<file path="config.mk">
export PLATFORM = sky130hd
export DESIGN_NAME = rr_mux_sequencer
export DESIGN_NICKNAME = d
export VERILOG_FILES = /design/src/rtl/rr_mux_sequencer.sv
export SDC_FILE = /design/constraint.sdc
export NUM_CORES = 1
export LEC_CHECK = 0
export BUFFER_PORTS_ARGS = -buffer_cell sky130_fd_sc_hd__buf_2
export CAP_MARGIN = 10
export CORE_MARGIN = 4
export CORE_UTILIZATION = 30
export CTS_BUF_LIST = sky130_fd_sc_hd__clkbuf_4
export DETAILED_ROUTE_END_ITERATION = 16
export PLACE_DENSITY = 0.59
export SLEW_MARGIN = 20
export SYNTH_ARGS = -nofsm -noshare
export SYNTH_HDL_FRONTEND = slang
export SYNTH_SLANG_ARGS = --single-unit
export TNS_END_PERCENT = 20
</file>
<file path="constraint.sdc">
create_clock -name clk -period 2.4 [get_ports clk]
set_clock_uncertainty 0.05 [all_clocks]
set_input_delay 0.12 -clock clk [delete_from_list [all_inputs] [get_ports clk]]
set_output_delay 0.12 -clock clk [all_outputs]
set_load 0.01 [all_outputs]
</file>
<file path="src/rtl/rr_mux_sequencer.sv">
// Round-robin sequencer driving the select of an 8-bit 4:1 mux and forwarding the captured byte on a valid/ready port.
// Optional even-parity output enabled by defining RR_PARITY_EN.
module rr_mux_sequencer #(
    parameter int SETTLE_CYCLES = 1,
    parameter int CNT_W         = 4
) (
    input  logic       clk,
    input  logic       rst_n,
    input  logic [3:0] req,
    input  logic [7:0] mux_y,
    output logic [1:0] sel,
    output logic [3:0] ack,
    output logic [7:0] out_data,
    output logic [1:0] out_ch,
    output logic       out_valid,
    input  logic       out_ready
`ifdef RR_PARITY_EN
    ,
    output logic       out_parity
`endif
);

    typedef enum logic [1:0] {IDLE, SETTLE, CAPTURE, HOLD} state_t;

    localparam logic [CNT_W-1:0] CNT_LAST = CNT_W'(SETTLE_CYCLES - 1);

    state_t           state;
    logic [CNT_W-1:0] cnt;
    logic [1:0]       last;

    // Search last+1, last+2, ... wrapping mod 4; the channel served last has lowest priority.
    function automatic logic [1:0] rr_pick(input logic [3:0] r, input logic [1:0] l);
        logic [1:0] idx;
        rr_pick = l;
        for (int k = 4; k >= 1; k--) begin
            idx = l + 2'(k);
            if (r[idx]) rr_pick = idx;
        end
    endfunction

    always_ff @(posedge clk or negedge rst_n) begin
        if (!rst_n) begin
            state     <= IDLE;
            cnt       <= '0;
            last      <= 2'd3;
            sel       <= '0;
            ack       <= '0;
            out_data  <= '0;
            out_ch    <= '0;
            out_valid <= 1'b0;
`ifdef RR_PARITY_EN
            out_parity <= 1'b0;
`endif
        end else begin
            ack <= '0;
            case (state)
                IDLE: begin
                    if (|req) begin
                        sel   <= rr_pick(req, last);
                        cnt   <= '0;
                        state <= SETTLE;
                    end
                end
                SETTLE: begin
                    // Stop counting at the terminal value so cnt stays within range.
                    if (cnt == CNT_LAST) state <= CAPTURE;
                    else                 cnt   <= cnt + 1'b1;
                end
                CAPTURE: begin
                    out_data  <= mux_y;
                    out_ch    <= sel;
                    out_valid <= 1'b1;
                    ack       <= 4'b0001 << sel;
`ifdef RR_PARITY_EN
                    out_parity <= ^mux_y;
`endif
                    state     <= HOLD;
                end
                HOLD: begin
                    if (out_ready) begin
                        out_valid <= 1'b0;
                        last      <= out_ch;
                        state     <= IDLE;
                    end
                end
                default: state <= IDLE;
            endcase
        end
    end

endmodule

</file>
==> metrics.txt <==
residual DRC count=0; First-pass DRT Iterations=4; Syn Nets=129; Antenna diodes=0; cells along the critical path=inv_1, ha_1, nor3b_1, o221a_4, mux2_4; height of the chip=about 72 um; share of layout cells above drive strength 1=0.351; Final HPWL DP=around 1900 um; CTS max path bufs=2; Cells after DPL=about 180; wire length of the first global-routing pass=between 4000 and 5000 um; Post-Synthesis Cells=107; Reg clk slew, reported paths=about 0.13 ns; H-Tree Depth=1; Post-Layout Cell Count=198; Rel. slew slack=0.506; syn_area_per_cell=around 12 um2; startpoint types=flop; period utilisation layout=0.792; PwrDens=between 1000 and 1500 nW/um2; final setup vio count=0; vias in the first global route=980; final hold violation count=0; CTS tree=built; area grow syn2layout=26.8%; Yosys reg bits=25; placed cell area=approximately 1400 um2; fmax=around 530 MHz; hold endpoint=sel[1]; Worst path slowest cell=nor3b_1; root buf cell=clkbuf_4; kind of critical path=reg -> reg; DR vias=around 950; Leakage=between 0.7 and 0.8 nW; Initial Utilization=0.308; drt total wl=2570 um; critical path arrival=approximately 2.1 ns; Avg WL per Cell=between 10 and 15 um; number of port buffers=31; hold depth=4; drt first-iter violations=26; status=finished clean; FF-to-FF End=state[1]; min cycle time layout=around 1.9 ns; largest net degree at the start of global routing=26; data required time of the critical path=~2.6 ns; Design Area, Final=~1600 um2; Ports=32; CTS Buf Count=3; HP Start=req[0]; Ys Warns=0; library cells used by synthesis=31; clock sinks=25; core area=4000 um2; Clock Latency Late Sink=0.31 ns; grt ovf=0; worst r2r src=cnt[0]; area of the mapped netlist=1230 um2; Slew @ Worst Pin=between 0.7 and 0.8 ns; initial antenna violation count=0; Critical Path End Type=flop; Setup TNS=0 ns; Final nets=between 150 and 200; max-slew violations=0; Site Rows=23; Tot GR Track Use=0.108; sequential fraction of the synthesis area=0.509; die area=5200 um2; via/cell ratio=approximately 4.8; Max FO, Critical Path=6; antenna viol nets, final=0; peak supply drop=0.000522 V; Worst R2R Setup Slack=0.50 ns; WHS=between 0.08 and 0.09 ns; Max-cap violations=0; unrepaired setup endpoints after global routing=false; Die W=slightly above 70 um; Tightest Hold Check Type=in -> reg; FILL cells=roughly 380; max incr delay on CP=0.48 ns; most frequent cells in the layout=31 x buf_2, 23 x dfrtp_1, 10 x mux2_2, 10 x dlygate4sd3_1; most common cell after layout, fill and taps aside=buf_2; worst reg2reg path depth=5; gp weighted congestion=~0.75
area by class of cell:
| type | count | area (um2) | share of cell area |
|---|---|---|---|
| flip-flops and latches | 25 | 628 | 0.402 |
| multi-input cells | 70 | 561 | 0.358 |
| repair buffers | 41 | 255 | 0.163 |
| well taps | 50 | 62.6 | 0.0400 |
| inverters | 8 | 30.0 | 0.0192 |
| clock buffers | 3 | 22.5 | 0.0144 |
| clock inverters | 1 | 5.00 | 0.00320 |
per-layer routing:
| metal | part of all wire | routed length, um | global-route usage | vias up |
|---|---|---|---|---|
| met1 | 0.42 | 1080 | 0.135 | 451 |
| met4 | 0.0070 | 18 | 0.0397 | 0 |
| li1 | - | - | - | 460 |
| met2 | 0.50 | 1280 | 0.182 | 32 |
| met3 | 0.073 | 189 | 0.0249 | 2 |
| met5 | 0 | 0 | 0 | - |
worst max-delay path, delay by kind of cell, from the launching register on:
family,cells,cell delay [ns]
AO/OA/AOI/OAI,1,0.31
adder cells (fa/ha/maj),1,0.14
buffers and inverters,1,0.08
flip-flops,1,0.45
multiplexers,1,0.29
AND/OR/NAND/NOR,1,0.48
synth_stat cells (all sizes together):
master   count  area share
o221a        1       0.016
o2111ai      1      0.0071
nand2        8       0.024
o211a        1      0.0081
a21o         1      0.0061
o21ai        2      0.0081
dfrtp       23        0.47
a211oi       1      0.0061
clkbuf       2      0.0061
mux2        11        0.10
ha           7       0.071
nor3b        3       0.018
a2111oi      1      0.0071
nor2         7       0.021
or3b         2       0.014
o22ai        1      0.0051
or4          1      0.0091
and3         4       0.020
a21oi        3       0.012
and3b        1      0.0071
a221o        2       0.016
nand2b       3       0.015
a31oi        2       0.010
nor4         1      0.0051
mux2i        3       0.024
dfstp        2       0.043
a211o        2       0.014
inv          8       0.024
nand3        1      0.0041
buf          2      0.0061
kinds of logic after synthesis:
kind of cell	after synthesis	share of synthesized area
flip-flops	25	0.509
adder cells (fa/ha/maj)	7	0.0710
AO/OA/AOI/OAI	18	0.117
buffers and inverters	12	0.0365
AND/OR/NAND/NOR	31	0.139
multiplexers	14	0.128
worst max-delay path by stage:
stage / from / to / slack [ns] / cells past startpoint
after global placement: cnt[0] / state[1] / 0.61 / 5
after detailed placement: cnt[0] / state[1] / 0.51 / 5
after CTS: cnt[0] / state[1] / 0.50 / 5
final: cnt[0] / state[1] / 0.50 / 5
after floorplan: cnt[0] / state[1] / 0.68 / 5
after global routing: cnt[0] / state[1] / 0.34 / 5
through the flow:
stage / worst slack, ns / total power, W / util
after floorplan: 0.680 / 0.00121 / -
after global placement: 0.608 / 0.00143 / 0.359
after detailed placement: 0.512 / 0.00147 / 0.359
after CTS: 0.496 / 0.00167 / 0.391
after global routing: 0.344 / 0.00179 / 0.391
final: 0.499 / 0.00164 / 0.391
state kept, by name (all words and copies together) (netlist names):
register   cells
sel            2
ack            4
state          2
out_ch         2
out_data       8
out_valid      1
cnt            4
last           2
what timing repair did:
action                    in CTS  in global routing
resized for setup              0                  0
hold endpoints to repair      32                  0
setup buffers                  0                  0
hold buffers                  10                  0
power breakdown:
group          switching [W]  total [W]  internal, W  leakage, nW
Combinational       0.000373   0.000737     0.000364        0.461
Clock               0.000120   0.000183    0.0000622       0.0177
Sequential          0.000124   0.000721     0.000596        0.304
Total               0.000618    0.00164      0.00102        0.782
(Power assumes the default switching activity.)
